--- src/rtl/hack_cpu_ctrl.sv ---
// Multi-cycle Hack instruction sequencer: fetches over imem, drives an external
// combinational ALU, and resolves writeback, data-memory stores and jumps.
module hack_cpu_ctrl #(
   parameter logic [15:0] RESET_PC = 16'h0000
) (
   input  logic        clk,
   input  logic        rst_n,
   output logic        imem_req,
   output logic [15:0] imem_addr,
   input  logic [15:0] imem_rdata,
   input  logic        imem_ack,
   output logic        dmem_re,
   output logic        dmem_we,
   output logic [15:0] dmem_addr,
   output logic [15:0] dmem_wdata,
   input  logic [15:0] dmem_rdata,
   input  logic        dmem_ack,
   output logic [5:0]  alu_op,
   output logic [15:0] alu_x,
   output logic [15:0] alu_y,
   input  logic [15:0] alu_out,
   input  logic        alu_zr,
   input  logic        alu_ng,
   output logic [15:0] pc,
   output logic        retire
);

   typedef enum logic [2:0] {
      FETCH  = 3'd0,
      DECODE = 3'd1,
      MEMRD  = 3'd2,
      EXEC   = 3'd3,
      MEMWR  = 3'd4
   } state_t;

   state_t      state_reg, state_next;
   logic [15:0] pc_reg, pc_next;
   logic [15:0] a_reg, a_next;
   logic [15:0] d_reg, d_next;
   logic [15:0] ir_reg, ir_next;
   logic [15:0] m_reg, m_next;
   logic [15:0] wr_addr_reg, wr_addr_next;
   logic [15:0] wr_data_reg, wr_data_next;
   logic [15:0] pc_inc;
   logic        jmp;
   logic        fetch_active;
   logic        unused_ir_bits;

   assign pc_inc         = pc_reg + 16'd1;
   assign jmp            = (ir_reg[2] & alu_ng) | (ir_reg[1] & alu_zr) |
                           (ir_reg[0] & ~alu_ng & ~alu_zr);
   assign unused_ir_bits = ^ir_reg[14:13];

   assign imem_addr = pc_reg;
   assign pc        = pc_reg;
   assign alu_op    = ir_reg[11:6];
   assign alu_x     = d_reg;
   assign alu_y     = ir_reg[12] ? m_reg : a_reg;
   // State is already FETCH while reset is held, so mask the request there.
   assign imem_req  = fetch_active & rst_n;

   always_ff @(posedge clk or negedge rst_n) begin
      if (!rst_n) begin
         state_reg   <= FETCH;
         pc_reg      <= RESET_PC;
         a_reg       <= 16'h0000;
         d_reg       <= 16'h0000;
         ir_reg      <= 16'h0000;
         m_reg       <= 16'h0000;
         wr_addr_reg <= 16'h0000;
         wr_data_reg <= 16'h0000;
      end else begin
         state_reg   <= state_next;
         pc_reg      <= pc_next;
         a_reg       <= a_next;
         d_reg       <= d_next;
         ir_reg      <= ir_next;
         m_reg       <= m_next;
         wr_addr_reg <= wr_addr_next;
         wr_data_reg <= wr_data_next;
      end
   end

   always_comb begin
      state_next   = state_reg;
      pc_next      = pc_reg;
      a_next       = a_reg;
      d_next       = d_reg;
      ir_next      = ir_reg;
      m_next       = m_reg;
      wr_addr_next = wr_addr_reg;
      wr_data_next = wr_data_reg;
      fetch_active = 1'b0;
      dmem_re      = 1'b0;
      dmem_we      = 1'b0;
      dmem_addr    = 16'h0000;
      dmem_wdata   = 16'h0000;
      retire       = 1'b0;

      case (state_reg)
         FETCH: begin
            fetch_active = 1'b1;
            if (imem_ack) begin
               ir_next    = imem_rdata;
               state_next = DECODE;
            end
         end
         DECODE: begin
            if (!ir_reg[15]) begin
               a_next     = ir_reg;
               pc_next    = pc_inc;
               retire     = 1'b1;
               state_next = FETCH;
            end else if (ir_reg[12]) begin
               state_next = MEMRD;
            end else begin
               state_next = EXEC;
            end
         end
         MEMRD: begin
            dmem_re   = 1'b1;
            dmem_addr = a_reg;
            if (dmem_ack) begin
               m_next     = dmem_rdata;
               state_next = EXEC;
            end
         end
         EXEC: begin
            // Jump target and store address both use A as it was before writeback.
            if (ir_reg[5]) a_next = alu_out;
            if (ir_reg[4]) d_next = alu_out;
            pc_next = jmp ? a_reg : pc_inc;
            if (ir_reg[3]) begin
               wr_addr_next = a_reg;
               wr_data_next = alu_out;
               state_next   = MEMWR;
            end else begin
               retire     = 1'b1;
               state_next = FETCH;
            end
         end
         MEMWR: begin
            dmem_we    = 1'b1;
            dmem_addr  = wr_addr_reg;
            dmem_wdata = wr_data_reg;
            if (dmem_ack) begin
               retire     = 1'b1;
               state_next = FETCH;
            end
         end
         default: state_next = FETCH;
      endcase
   end

endmodule

--- config.mk ---
export PLATFORM = sky130hd
export DESIGN_NAME = hack_cpu_ctrl
export DESIGN_NICKNAME = d
export VERILOG_FILES = /design/src/rtl/hack_cpu_ctrl.sv
export SDC_FILE = /design/constraint.sdc
export NUM_CORES = 1
export LEC_CHECK = 0
export ABC_AREA = 0
export CORE_ASPECT_RATIO = 0.5
export CORE_UTILIZATION = 48
export DETAILED_ROUTE_END_ITERATION = 10
export GPL_TIMING_DRIVEN = 0
export PLACE_DENSITY_LB_ADDON = 0.15
export SLEW_MARGIN = 25
export SYNTH_ARGS = -nofsm -noshare
export SYNTH_HDL_FRONTEND = slang
export SYNTH_SLANG_ARGS = --single-unit
export TNS_END_PERCENT = 20
--- constraint.sdc ---
create_clock -name clk -period 2.3 [get_ports clk]
set_input_delay 0.345 -clock clk [delete_from_list [all_inputs] [get_ports clk]]
set_output_delay 0.345 -clock clk [all_outputs]
set_load 0.03 [all_outputs]
* Word level (Yosys, flattened, before mapping)
Index checks and enable logic that the tools add are counted.
Operators by class: add/subtract/negate cells 1, equal/unequal tests 9, mux-type cells 23, bitwise gates (word level) 9, reductions and logical operators 9
Operators by type and width (count):
- $mux 16 | 6
- $pmux 16 s2 | 3
- $add 16x1->16 const B | 1
- $pmux 3 s5 | 1
- $mux 3 | 4
- $ne 2x2->1 const B | 5
- $reduce_and 2->1 | 5
- $mux 1 | 7
- $eq 3x2->1 const B | 2
- $reduce_and 3->1 | 2
- $and 1x1->1 | 5
- $eq 3x1->1 const B | 1
- $eq 3x3->1 const B | 1
- $logic_not 3->1 | 1
- $pmux 1 s3 | 1
- $mux 2 | 1
- $not 1->1 | 2
- $or 1x1->1 | 2
- $reduce_bool 2->1 | 1
Word-level totals: bits in registers 115, input bits 54, logic and storage cells 59

* Longest topological paths before layout
word-level depth 6, gate-level depth with buffers 8, mapped depth without buffers 5

* Worst setup path before layout
Ideal clock, no wire load.
path kind flip-flop to output port, from register state_reg[0], to output port dmem_addr[0], data arrival time 1.689 ns, slack 0.266 ns, stages on the path, launching flop included 5, path buffers 2, cell sequence dfrtp_1 buf_4 nor3_4 clkbuf_1 a22o_1
On the way: longest elaborated chain between the ends 2
Ends and longest elaborated chain:
- start, declared | line 36 | state_t state_reg, state_next;
- start signal, assigned | line 73 | state_reg <= state_next;
- $eq 3x3->1 / $eq 3x2->1 (equally long branches) | line 100 | case (state_reg)
- $pmux 16 s2 (*) | line 100
- end, declared | line 14 | output logic [15:0] dmem_addr,
Every way passes the cells marked *; elsewhere a longest branch is shown, timed or not.

* Worst setup path after layout
from register state_reg[1], to output port retire
On the way: longest elaborated chain between the ends 2
Ends and longest elaborated chain:
- $eq 3x3->1 (tied with other cells) | line 100
- $pmux 1 s3 (*) | line 100
- end, declared | line 25 | output logic retire
Marked as above.

==> impl_metrics.py <==
metrics = {
    "detailed_routing": {
        "wl_met3_um": 1390,
        "dr.pass1.iters": 5,
        "routedWlPerCell_um": 19.1,
        "drc": 0,
        "drt-met1-wl_um": 7070,
        "post_drt_via_cell_ratio": 5.42,
        "routed-via-count": 4523,
        "final_antenna_net_count": 0,
        "wirelength_um": 16000,
        "route.met2.wl_um": 7170,
        "top_layer_used": "met4",
        "first_iter_violations": 230,
    },
    "floorplan": {
        "die_y_um": 79.3,
        "die_x_um": 157,
        "fp.coreArea_um2": 11300,
        "fp.dieArea_um2": 12400,
        "pin_count": 160,
        "fp-row-count": 27,
        "initial_core_util_pct": 50.7,
    },
    "outcome": {
        "status": "complete, no violations",
    },
    "final_layout": {
        "final_cell_mix": "dfrtp_1, clkdlybuf4s50_1, mux2_2",
        "final_cells": 834,
        "final_nets": 717,
        "final_common_cell": "dfrtp_1",
        "antennaDiodeCount": 0,
        "syn_to_final_growth_pct": 41.6,
        "fill_cells": 853,
        "drive_above_1_share_pct": 33.2,
        "post-route-util_pct": 71.7,
    },
    "logic_synthesis": {
        "syn_avg_cell_area_um2": 12.1,
        "ys_ff_latch": 115,
        "synth.cell_area_um2": 5730,
        "syn_nets": 528,
        "synthCells": 473,
        "synth-edff-count": 0,
        "ys.flop_type": "dfrtp_1",
        "synth_cell_types": 51,
        "ys_warn_count": 0,
        "seq_area_frac_synth_pct": 50.2,
        "async_flop_share_pct": 100,
    },
    "grt": {
        "grt_max_degree": 85,
        "grt_pass1_vias": 4609,
        "grt_pass1_wl_um": 24500,
        "antenna_found_initial": 1,
        "grt_use_total_pct": 26.9,
        "grt_overflow": 0,
    },
    "setup_path": {
        "cp_data_arrival_time_ps": 1910,
        "reg2reg_from": "state_reg[1]",
        "slowest_stage": "dfrtp_1",
        "path_depth": 5,
        "crit_start": "state_reg[1]",
        "reg2reg_slack_ps": 400,
        "crit_type": "register to primary output",
        "crit_buf_inv": 2,
        "reg2reg_depth": 4,
        "crit_family": "buffers and inverters",
        "end_kind": "primary output",
        "critical_path_required_ps": 1960,
        "critical_path.startpoint_type": "register",
        "crit_path_end": "retire",
        "crit_fanout": 10,
        "reg2reg_to": "ir_reg[12]",
        "crit_chain": "buf_4, or2_1, o21ai_0, a22o_1, clkdlybuf4s15_2",
        "max_stage_delay_ps": 450,
    },
    "clock_tree": {
        "insertion_delay_ps": 420,
        "clkSinkCount": 115,
        "clockRootBuffer": "clkbuf_16",
        "cts_buffers": 17,
        "htree_levels": 4,
        "clock_path_buffers": 2,
        "cts_tree": "yes",
        "clk_pin_slew_ps": 60,
    },
    "min_path": {
        "hold_path_class": "register to register",
        "min_path_cells": 1,
    },
    "timing": {
        "clock.fmax_ghz": 0.443,
        "tightest_slew_ps": 492,
        "maxSlewViolCount": 0,
        "hold_violations": 0,
        "period_share_pct": 98.2,
        "timing.setup.tns_ps": 0,
        "holdWs_ps": 484,
        "min_period_ps": 2260,
        "setup_violations": 0,
        "skew_ps": 6.38,
        "slew_headroom_pct": 67.0,
    },
    "power_and_ir_drop": {
        "max-vdd-ir-drop_v": 0.000729,
        "leakage_uw": 0.00361,
        "power.density_nw_per_um2": 1630,
    },
    "placement": {
        "dp_hpwl_um": 10800,
        "gp_congestion": 0.871,
        "dp_cells": 792,
        "io_buffers": 159,
    },
    "run": {
        "max_cap_violations": 0,
    },
}
## metrics by stage
step                      area [um^2]  total power [uW]  setup WS, ps
after floorplan                  5730              8180           266
after CTS                        8200             13300         0.599
after global placement           7520             10600         -3960
after detailed placement         7560             10800          -446
final                            8120             13200          40.4
after global routing             8120             13900         -19.4
## repair_timing
action,in CTS,in global routing
hold endpoints to repair,32,57
setup buffers,4,0
pin swaps,2,0
hold buffers,3,3
setup endpoints to repair,52,24
gates resized for setup,142,43
## layer usage
| layer | vias up | GRT usage [%] |
|---|---|---|
| met5 | - | 0 |
| met4 | 0 | 9.90 |
| met3 | 30 | 8.46 |
| met2 | 176 | 41.6 |
| met1 | 2235 | 35.5 |
| li1 | 2082 | - |
## cell type report
class | instances | area [um^2] | share of cell area (%)
timing repair buffer | 170 | 1580 | 19.5
sequential | 115 | 2880 | 35.4
inverter | 6 | 22.5 | 0.277
multi-input combinational | 302 | 2490 | 30.7
tap | 159 | 199 | 2.45
buffer | 50 | 364 | 4.48
clock inverter | 15 | 160 | 1.97
clock buffer | 17 | 425 | 5.24
## cell families after synthesis
logic type,share of synthesized area (%)
compound gates,9.43
simple gates,10.9
mux,22.3
xor+xnor,0.458
flops,50.2
buf+inv,6.48
fa+ha+maj,0.218
## how the worst min path moves through the flow
stage	slack, ps	to	from
after detailed placement	220	ir_reg[9]	rst_n
final	480	m_reg[12]	m_reg[12]
after floorplan	50	a_reg[0]	rst_n
after CTS	-50	ir_reg[11]	rst_n
after global placement	460	m_reg[10]	m_reg[10]
after global routing	500	m_reg[10]	m_reg[10]
## report_power, final
part	switching, uW	total, uW	internal [uW]	leakage (uW)
Clock	1010	2610	1600	0.000277
Sequential	977	4010	3040	0.00133
Combinational	3620	6590	2970	0.00200
## cells in the mapped netlist, types with 2 or more instances
| cell | number | area (um^2) |
|---|---|---|
| mux2_1 | 10 | 113 |
| buf_6 | 4 | 45.0 |
| a21oi_2 | 5 | 43.8 |
| a221o_1 | 2 | 20.0 |
| xor2_1 | 3 | 26.3 |
| nor3_1 | 2 | 10.0 |
| nand4_1 | 7 | 43.8 |
| mux2i_1 | 22 | 220 |
| buf_4 | 27 | 203 |
| and4_1 | 3 | 26.3 |
| nand2b_1 | 6 | 37.5 |
| o21ai_0 | 13 | 65.1 |
| clkbuf_1 | 7 | 26.3 |
| dfrtp_1 | 115 | 2880 |
| a21oi_4 | 2 | 32.5 |
| a2bb2oi_1 | 5 | 43.8 |
| nand3b_1 | 2 | 15.0 |
| and3_1 | 4 | 25.0 |
| nor2_1 | 20 | 75.1 |
| mux2_2 | 84 | 946 |
| a21oi_1 | 18 | 90.1 |
| nand2_1 | 16 | 60.1 |
| and2_1 | 18 | 113 |
| nor4_1 | 7 | 43.8 |
| inv_1 | 5 | 18.8 |
| a22o_1 | 18 | 158 |
| nand3_1 | 14 | 70.1 |
| buf_2 | 11 | 55.1 |
(Power assumes the default switching activity.)
